[src/rtl/pairing_host_if_if.sv]
// Host-side bundle of the pairing sequencer: operand stream in, result stream out,
// and the host port of the core's operand RAM.
interface pairing_host_if_if #(
    parameter int unsigned WIDTH  = 194,
    parameter int unsigned ADDR_W = 6
);
    logic              in_valid;
    logic              in_ready;
    logic [WIDTH-1:0]  in_data;
    logic              out_valid;
    logic              out_ready;
    logic [WIDTH-1:0]  out_data;
    logic              ram_sel;
    logic [ADDR_W-1:0] ram_addr;
    logic              ram_we;
    logic [WIDTH-1:0]  ram_wdata;
    logic [WIDTH-1:0]  ram_rdata;

    // Sequencer side
    modport slave (
        input  in_valid, in_data, out_ready, ram_rdata,
        output in_ready, out_valid, out_data, ram_sel, ram_addr, ram_we, ram_wdata
    );

    // Producer/consumer/RAM side
    modport master (
        output in_valid, in_data, out_ready, ram_rdata,
        input  in_ready, out_valid, out_data, ram_sel, ram_addr, ram_we, ram_wdata
    );
endinterface

[src/rtl/pairing_host_if.sv]
// Host sequencer for the Tate pairing core: loads operands into RAM, runs the
// command FSM, times the run and streams the result words back out.
module pairing_host_if #(
    parameter int unsigned       WIDTH    = 194,
    parameter int unsigned       ADDR_W   = 6,
    parameter int unsigned       N_IN     = 4,
    parameter logic [ADDR_W-1:0] IN_BASE  = ADDR_W'(32),
    parameter int unsigned       N_OUT    = 6,
    parameter logic [ADDR_W-1:0] OUT_BASE = ADDR_W'(40)
) (
    input  logic                clk,
    input  logic                reset,
    pairing_host_if_if.slave    bus,
    output logic                fsm_reset,
    input  logic                fsm_done,
    output logic                busy,
    output logic [31:0]         run_cycles
);

    localparam logic [ADDR_W-1:0] LAST_IN  = ADDR_W'(N_IN - 1);
    localparam logic [ADDR_W-1:0] LAST_OUT = ADDR_W'(N_OUT - 1);
    localparam logic [ADDR_W-1:0] ONE      = ADDR_W'(1);

    typedef enum logic [2:0] {
        S_LOAD,
        S_RUN,
        S_READ,
        S_CAP,
        S_OUT
    } state_e;

    state_e            state_q, state_d;
    logic [ADDR_W-1:0] cnt_q, cnt_d;
    logic              out_valid_q, out_valid_d;
    logic [WIDTH-1:0]  out_data_q, out_data_d;
    logic [31:0]       run_cycles_q, run_cycles_d;

    // State and datapath registers
    always_ff @(posedge clk or negedge reset) begin
        if (!reset) begin
            state_q      <= S_LOAD;
            cnt_q        <= '0;
            out_valid_q  <= 1'b0;
            out_data_q   <= '0;
            run_cycles_q <= '0;
        end else begin
            state_q      <= state_d;
            cnt_q        <= cnt_d;
            out_valid_q  <= out_valid_d;
            out_data_q   <= out_data_d;
            run_cycles_q <= run_cycles_d;
        end
    end

    // Next state and decoded RAM/FSM controls; the core is held in reset outside RUN
    always_comb begin
        state_d        = state_q;
        cnt_d          = cnt_q;
        out_valid_d    = out_valid_q;
        out_data_d     = out_data_q;
        run_cycles_d   = run_cycles_q;
        bus.in_ready   = 1'b0;
        bus.ram_sel    = 1'b1;
        bus.ram_addr   = '0;
        bus.ram_we     = 1'b0;
        bus.ram_wdata  = '0;
        fsm_reset      = 1'b1;
        busy           = 1'b1;

        case (state_q)
            S_LOAD: begin
                busy         = 1'b0;
                bus.in_ready = 1'b1;
                if (bus.in_valid) begin
                    bus.ram_we    = 1'b1;
                    bus.ram_addr  = IN_BASE + cnt_q;
                    bus.ram_wdata = bus.in_data;
                    if (cnt_q == LAST_IN) begin
                        cnt_d        = '0;
                        run_cycles_d = '0;
                        state_d      = S_RUN;
                    end else begin
                        cnt_d = cnt_q + ONE;
                    end
                end
            end
            S_RUN: begin
                fsm_reset   = 1'b0;
                bus.ram_sel = 1'b0;
                if (fsm_done) begin
                    state_d = S_READ;
                end else if (run_cycles_q != '1) begin
                    run_cycles_d = run_cycles_q + 32'd1;
                end
            end
            S_READ: begin
                bus.ram_addr = OUT_BASE + cnt_q;
                state_d      = S_CAP;
            end
            S_CAP: begin
                out_data_d  = bus.ram_rdata;
                out_valid_d = 1'b1;
                state_d     = S_OUT;
            end
            S_OUT: begin
                if (bus.out_ready) begin
                    out_valid_d = 1'b0;
                    if (cnt_q == LAST_OUT) begin
                        cnt_d   = '0;
                        state_d = S_LOAD;
                    end else begin
                        cnt_d   = cnt_q + ONE;
                        state_d = S_READ;
                    end
                end
            end
            default: state_d = S_LOAD;
        endcase
    end

    assign bus.out_valid = out_valid_q;
    assign bus.out_data  = out_data_q;
    assign run_cycles    = run_cycles_q;

endmodule

[src/flat_wrapper.sv]
// flat-port wrapper written by rule: the top's interface ports become plain ports
module pairing_host_if_flat 
#(
    parameter int unsigned       WIDTH    = 194,
    parameter int unsigned       ADDR_W   = 6,
    parameter int unsigned       N_IN     = 4,
    parameter logic [ADDR_W-1:0] IN_BASE  = ADDR_W'(32),
    parameter int unsigned       N_OUT    = 6,
    parameter logic [ADDR_W-1:0] OUT_BASE = ADDR_W'(40)
)
  (clk, reset, fsm_reset, fsm_done, busy, run_cycles, bus_in_valid, bus_in_data, bus_out_ready, bus_ram_rdata, bus_in_ready, bus_out_valid, bus_out_data, bus_ram_sel, bus_ram_addr, bus_ram_we, bus_ram_wdata);
  pairing_host_if_if #(.WIDTH(WIDTH), .ADDR_W(ADDR_W)) bus_i ();
  input  logic clk;
  input  logic reset;
  output logic fsm_reset;
  input  logic fsm_done;
  output logic busy;
  output logic [31:0] run_cycles;
  input wire logic [$bits(bus_i.in_valid)-1:0] bus_in_valid;
  input wire logic [$bits(bus_i.in_data)-1:0] bus_in_data;
  input wire logic [$bits(bus_i.out_ready)-1:0] bus_out_ready;
  input wire logic [$bits(bus_i.ram_rdata)-1:0] bus_ram_rdata;
  output wire logic [$bits(bus_i.in_ready)-1:0] bus_in_ready;
  output wire logic [$bits(bus_i.out_valid)-1:0] bus_out_valid;
  output wire logic [$bits(bus_i.out_data)-1:0] bus_out_data;
  output wire logic [$bits(bus_i.ram_sel)-1:0] bus_ram_sel;
  output wire logic [$bits(bus_i.ram_addr)-1:0] bus_ram_addr;
  output wire logic [$bits(bus_i.ram_we)-1:0] bus_ram_we;
  output wire logic [$bits(bus_i.ram_wdata)-1:0] bus_ram_wdata;
  assign bus_i.in_valid = bus_in_valid;
  assign bus_i.in_data = bus_in_data;
  assign bus_i.out_ready = bus_out_ready;
  assign bus_i.ram_rdata = bus_ram_rdata;
  assign bus_in_ready = bus_i.in_ready;
  assign bus_out_valid = bus_i.out_valid;
  assign bus_out_data = bus_i.out_data;
  assign bus_ram_sel = bus_i.ram_sel;
  assign bus_ram_addr = bus_i.ram_addr;
  assign bus_ram_we = bus_i.ram_we;
  assign bus_ram_wdata = bus_i.ram_wdata;
  pairing_host_if #(.WIDTH(WIDTH), .ADDR_W(ADDR_W), .N_IN(N_IN), .IN_BASE(IN_BASE), .N_OUT(N_OUT), .OUT_BASE(OUT_BASE)) u_core (.clk(clk), .reset(reset), .bus(bus_i), .fsm_reset(fsm_reset), .fsm_done(fsm_done), .busy(busy), .run_cycles(run_cycles));
endmodule
[config.mk]
export PLATFORM = sky130hd
export DESIGN_NAME = pairing_host_if_flat
export DESIGN_NICKNAME = d
export VERILOG_FILES = /design/src/rtl/pairing_host_if_if.sv /design/src/rtl/pairing_host_if.sv /design/src/flat_wrapper.sv
export SDC_FILE = /design/constraint.sdc
export NUM_CORES = 1
export LEC_CHECK = 0
export ABC_AREA = 1
export CORE_AREA = 5 5 317 319
export CTS_CLUSTER_SIZE = 24
export DETAILED_ROUTE_END_ITERATION = 8
export DIE_AREA = 0 0 322 324
export PLACE_DENSITY = 0.34
export SLEW_MARGIN = 30
export SYNTH_ARGS = -nofsm -noshare
export SYNTH_HDL_FRONTEND = slang
export SYNTH_SLANG_ARGS = --single-unit
[constraint.sdc]
create_clock -name clk -period 2.5 [get_ports clk]
set_input_delay 0.5 -clock clk [delete_from_list [all_inputs] [get_ports clk]]
set_output_delay 0.5 -clock clk [all_outputs]
set_load 0.005 [all_outputs]
==> impl_results.md <==
- R2R depth: 11
- Crit path arrival time: 2.01 ns
- Worst-case clock buffer depth: 3
- Syn Inst Count: 1243
- Clock Latency Late Sink: 0.56 ns
- Worst path max stage delay: roughly 0.4 ns
- Post-Syn Area per Cell: 9.34 um^2
- Pins Over Slew Limit: 0
- Initial Util: 11.9%
- Die area: 0.104 mm^2
- Syn-to-layout area delta: 105%
- Post-Syn Area: approximately 0.012 mm^2
- Post-synth top area cell: dfrtp_1
- Crit path buffers/inverters: 4
- Hold Violations, Final: 0
- Status: finished, violations left
- Cell family with most CP delay: buffers and inverters
- Post-Route WL: 79400 um
- Synth Flop Type: dfrtp_1
- Final min period: 2.51 ns
- CP max-delay cell: dfrtp_1
- First-pass GRT wire length: ~100000 um
- CTS buffer count: 36
- Final HPWL DP: 63400 um
- Clock Pin Slew Worst Setup and Hold Paths: 0.06 ns
- Initial antenna violation count: 24
- Total power: 24800 uW
- Port Buffer Count: 824
- Clk_skew: 0.0135 ns
- Final Util: 24.4%
- Violated checks: setup timing
- R2r endpoint: u_core.run_cycles[5]
- RSZ-0062 raised after global routing: yes
- CTS tree: yes
- FF/Latch Area: 0.00591 mm^2
- Commonest cells after routing, fill and taps aside: clkdlybuf4s50_1 (619), nand2_1 (342), dfrtp_1 (236), mux2_2 (194), nor2_1 (144)
- Vias post-DR: 12.4k
- Crit. End Element: primary output
- Max Cap Viol: 0
- Fraction of registers with async set/reset: 100%
- Htree depth: 2
- Share of layout cells above drive strength 1: between 30 and 40%
- Root buf cell: clkbuf_16
- Worst Max-Slew Pin Slew: 0.678 ns
- Clk sinks: ~240
- Register area share after synthesis: roughly half
- Hold_ws: 0.476 ns
- CP Max Fanout: 7
- Number of synthesized flops with an enable pin: 0
- Top cells by area, synth: dfrtp_1 (51%), mux2_2 (19%), nand2_1 (11%), nor2_1 (8.2%), o21ai_2 (1.4%)
- Worst flop-to-flop path startpoint: u_core.state_q[0]
- Mapped Nets: 1640
- Crit-path most repeated cell: buf_6
- Crit share post-route: 101%
- Register-to-register setup slack: 0.20 ns
- Max Freq: 0.398 GHz
- Critical path class: flip-flop to primary output
- Synth cell types: 29
- Multi-input logic area: between 0.005 and 0.006 mm^2
- Worst Hold Class: input port to asynchronous set/reset pin
- Vias in the first global route: approximately 13k
- Gpl congestion: 0.885
- Worst VDD drop: 0.496 mV
- Largest net degree at the start of global routing: 78
- Final count of negative-setup-slack endpoints: 1
- Leakage power: ~0.010 uW
- Critical path required time: 2.00 ns
- Final #Nets: roughly 2.5k
- Final worst slack: -0.0149 ns
- I/O pin count: 825
- Crit path cell chain: nor2_4 -> nand2_8 -> buf_6 -> buf_6 -> buf_16 -> nor2_4 -> buf_6
- Vias per Instance: 3.61
- Row cnt: 115
- YS warnings: 0
- Final ANT Viol Nets: 0
- Core Region: 0.0976 mm^2
- Drt first pass iters: 5
- # DRC: 0
- Grt ovf: 0
- Total GRT Usage: 14.1%
- Worst setup SP type: flip-flop
- Die Ht: approximately 320 um
- 1st-iter DRT viols: just over 500
- DR WL/cell: 23.1 um
- DIE WIDTH: roughly 320 um
- Post-synth top area share: between 50% and 60%
- Worst slew margin: 54.8%
- Commonest non-fill, non-tap cell in the layout: clkdlybuf4s50_1
- FF+latch count, synth: roughly 240
- Fill cells: 10.6k
- Cell Pwr Density: 1040 mW/mm^2
-- report_power, final --
part	total, uW	internal [uW]	switching, uW
Sequential	6410	5530	883
Combinational	13300	7660	5660
Clock	5060	3040	2010
-- per-layer routing --
| metal | wire length, um | track usage (%) | share of wire (%) |
|---|---|---|---|
| met5 | 117 | 0 | 0.15 |
| met4 | 2410 | 3.91 | 3.0 |
| met3 | 7260 | 5.97 | 9.2 |
| met2 | 42800 | 26.8 | 54 |
| met1 | 26700 | 13.9 | 34 |
-- how the worst max path moves through the flow --
stage,endpoint,slack (ns),cells past startpoint,start
2_1_floorplan,bus_ram_wdata[183],0.64,5,bus_in_valid
3_3_place_gp,bus_ram_wdata[22],-0.11,4,bus_in_data[22]
3_5_place_dp,bus_ram_wdata[22],-0.10,4,bus_in_data[22]
4_1_cts,bus_ram_wdata[22],-0.28,6,u_core.state_q[1]
5_1_grt,bus_ram_wdata[22],-0.13,7,u_core.state_q[0]
6_report,bus_ram_wdata[22],-0.01,7,u_core.state_q[0]
-- synthesized netlist by cell type (7+ instances only) --
library cell / number
nand2_1: 342
nor2_1: 253
dfrtp_1: 236
mux2_2: 194
inv_1: 36
clkbuf_1: 31
buf_2: 26
nand3_1: 25
o21ai_2: 19
o21ai_0: 15
xnor2_1: 10
buf_1: 8
xor2_1: 7
-- cell families (layout without fill, tap and decap cells) --
family | after synthesis | after routing | share of synthesized area (%)
xor+xnor | 17 | 17 | 1.28
buf+inv | 108 | 1004 | 4.13
other cells | 0 | 10 | 0
fa+ha+maj | 4 | 4 | 0.431
compound gates | 47 | 47 | 2.78
simple gates | 637 | 639 | 21.7
mux | 194 | 194 | 18.8
flops | 236 | 236 | 50.8
-- worst reg2reg max path: cells and delay by family (launching register included) --
kind	cells	cell delay (ns)
buffers and inverters	5	0.69
flip-flops	1	0.40
AO/OA/AOI/OAI	2	0.49
AND/OR/NAND/NOR	4	0.63
-- cell type report --
type / count / share of cell area, %
clock buffers: 51 / 4.45
multi-input cells: 901 / 24.5
clock inverters: 9 / 0.384
diodes: 10 / 0.105
repair buffers: 907 / 38.4
inverters: 37 / 0.584
flip-flops and latches: 236 / 24.8
well taps: 1287 / 6.77
-- sequential cells by signal (all words and copies together), names as in the netlist --
register and flops:
u_core.bus.out_data 194, u_core.run_cycles 32, u_core.state_q 3, u_core.cnt_q 6, u_core.bus.out_valid 1
-- what timing repair did --
action                                 CTS  global route
resized for setup                      630           325
endpoints found under the hold margin   47             0
hold buffers                             1             0
setup buffers                            6            12
pin swaps                                5             9
setup endpoints to repair              205           186
gates cloned                             8            16
-- per-stage QoR --
step           worst slack [ns]  std cells  cell area (um^2)  setup TNS, ns
2_1_floorplan             0.640       1243             11600              0
3_3_place_gp             -0.106       3325             21800         -0.171
3_5_place_dp             -0.105       3325             21800         -0.161
4_1_cts                  -0.277       3400             23200         -12.13
5_1_grt                  -0.126       3430             23800          -2.74
6_report                -0.0149       3438             23800        -0.0149
No activity file was read; power rests on OpenSTA's default activity.
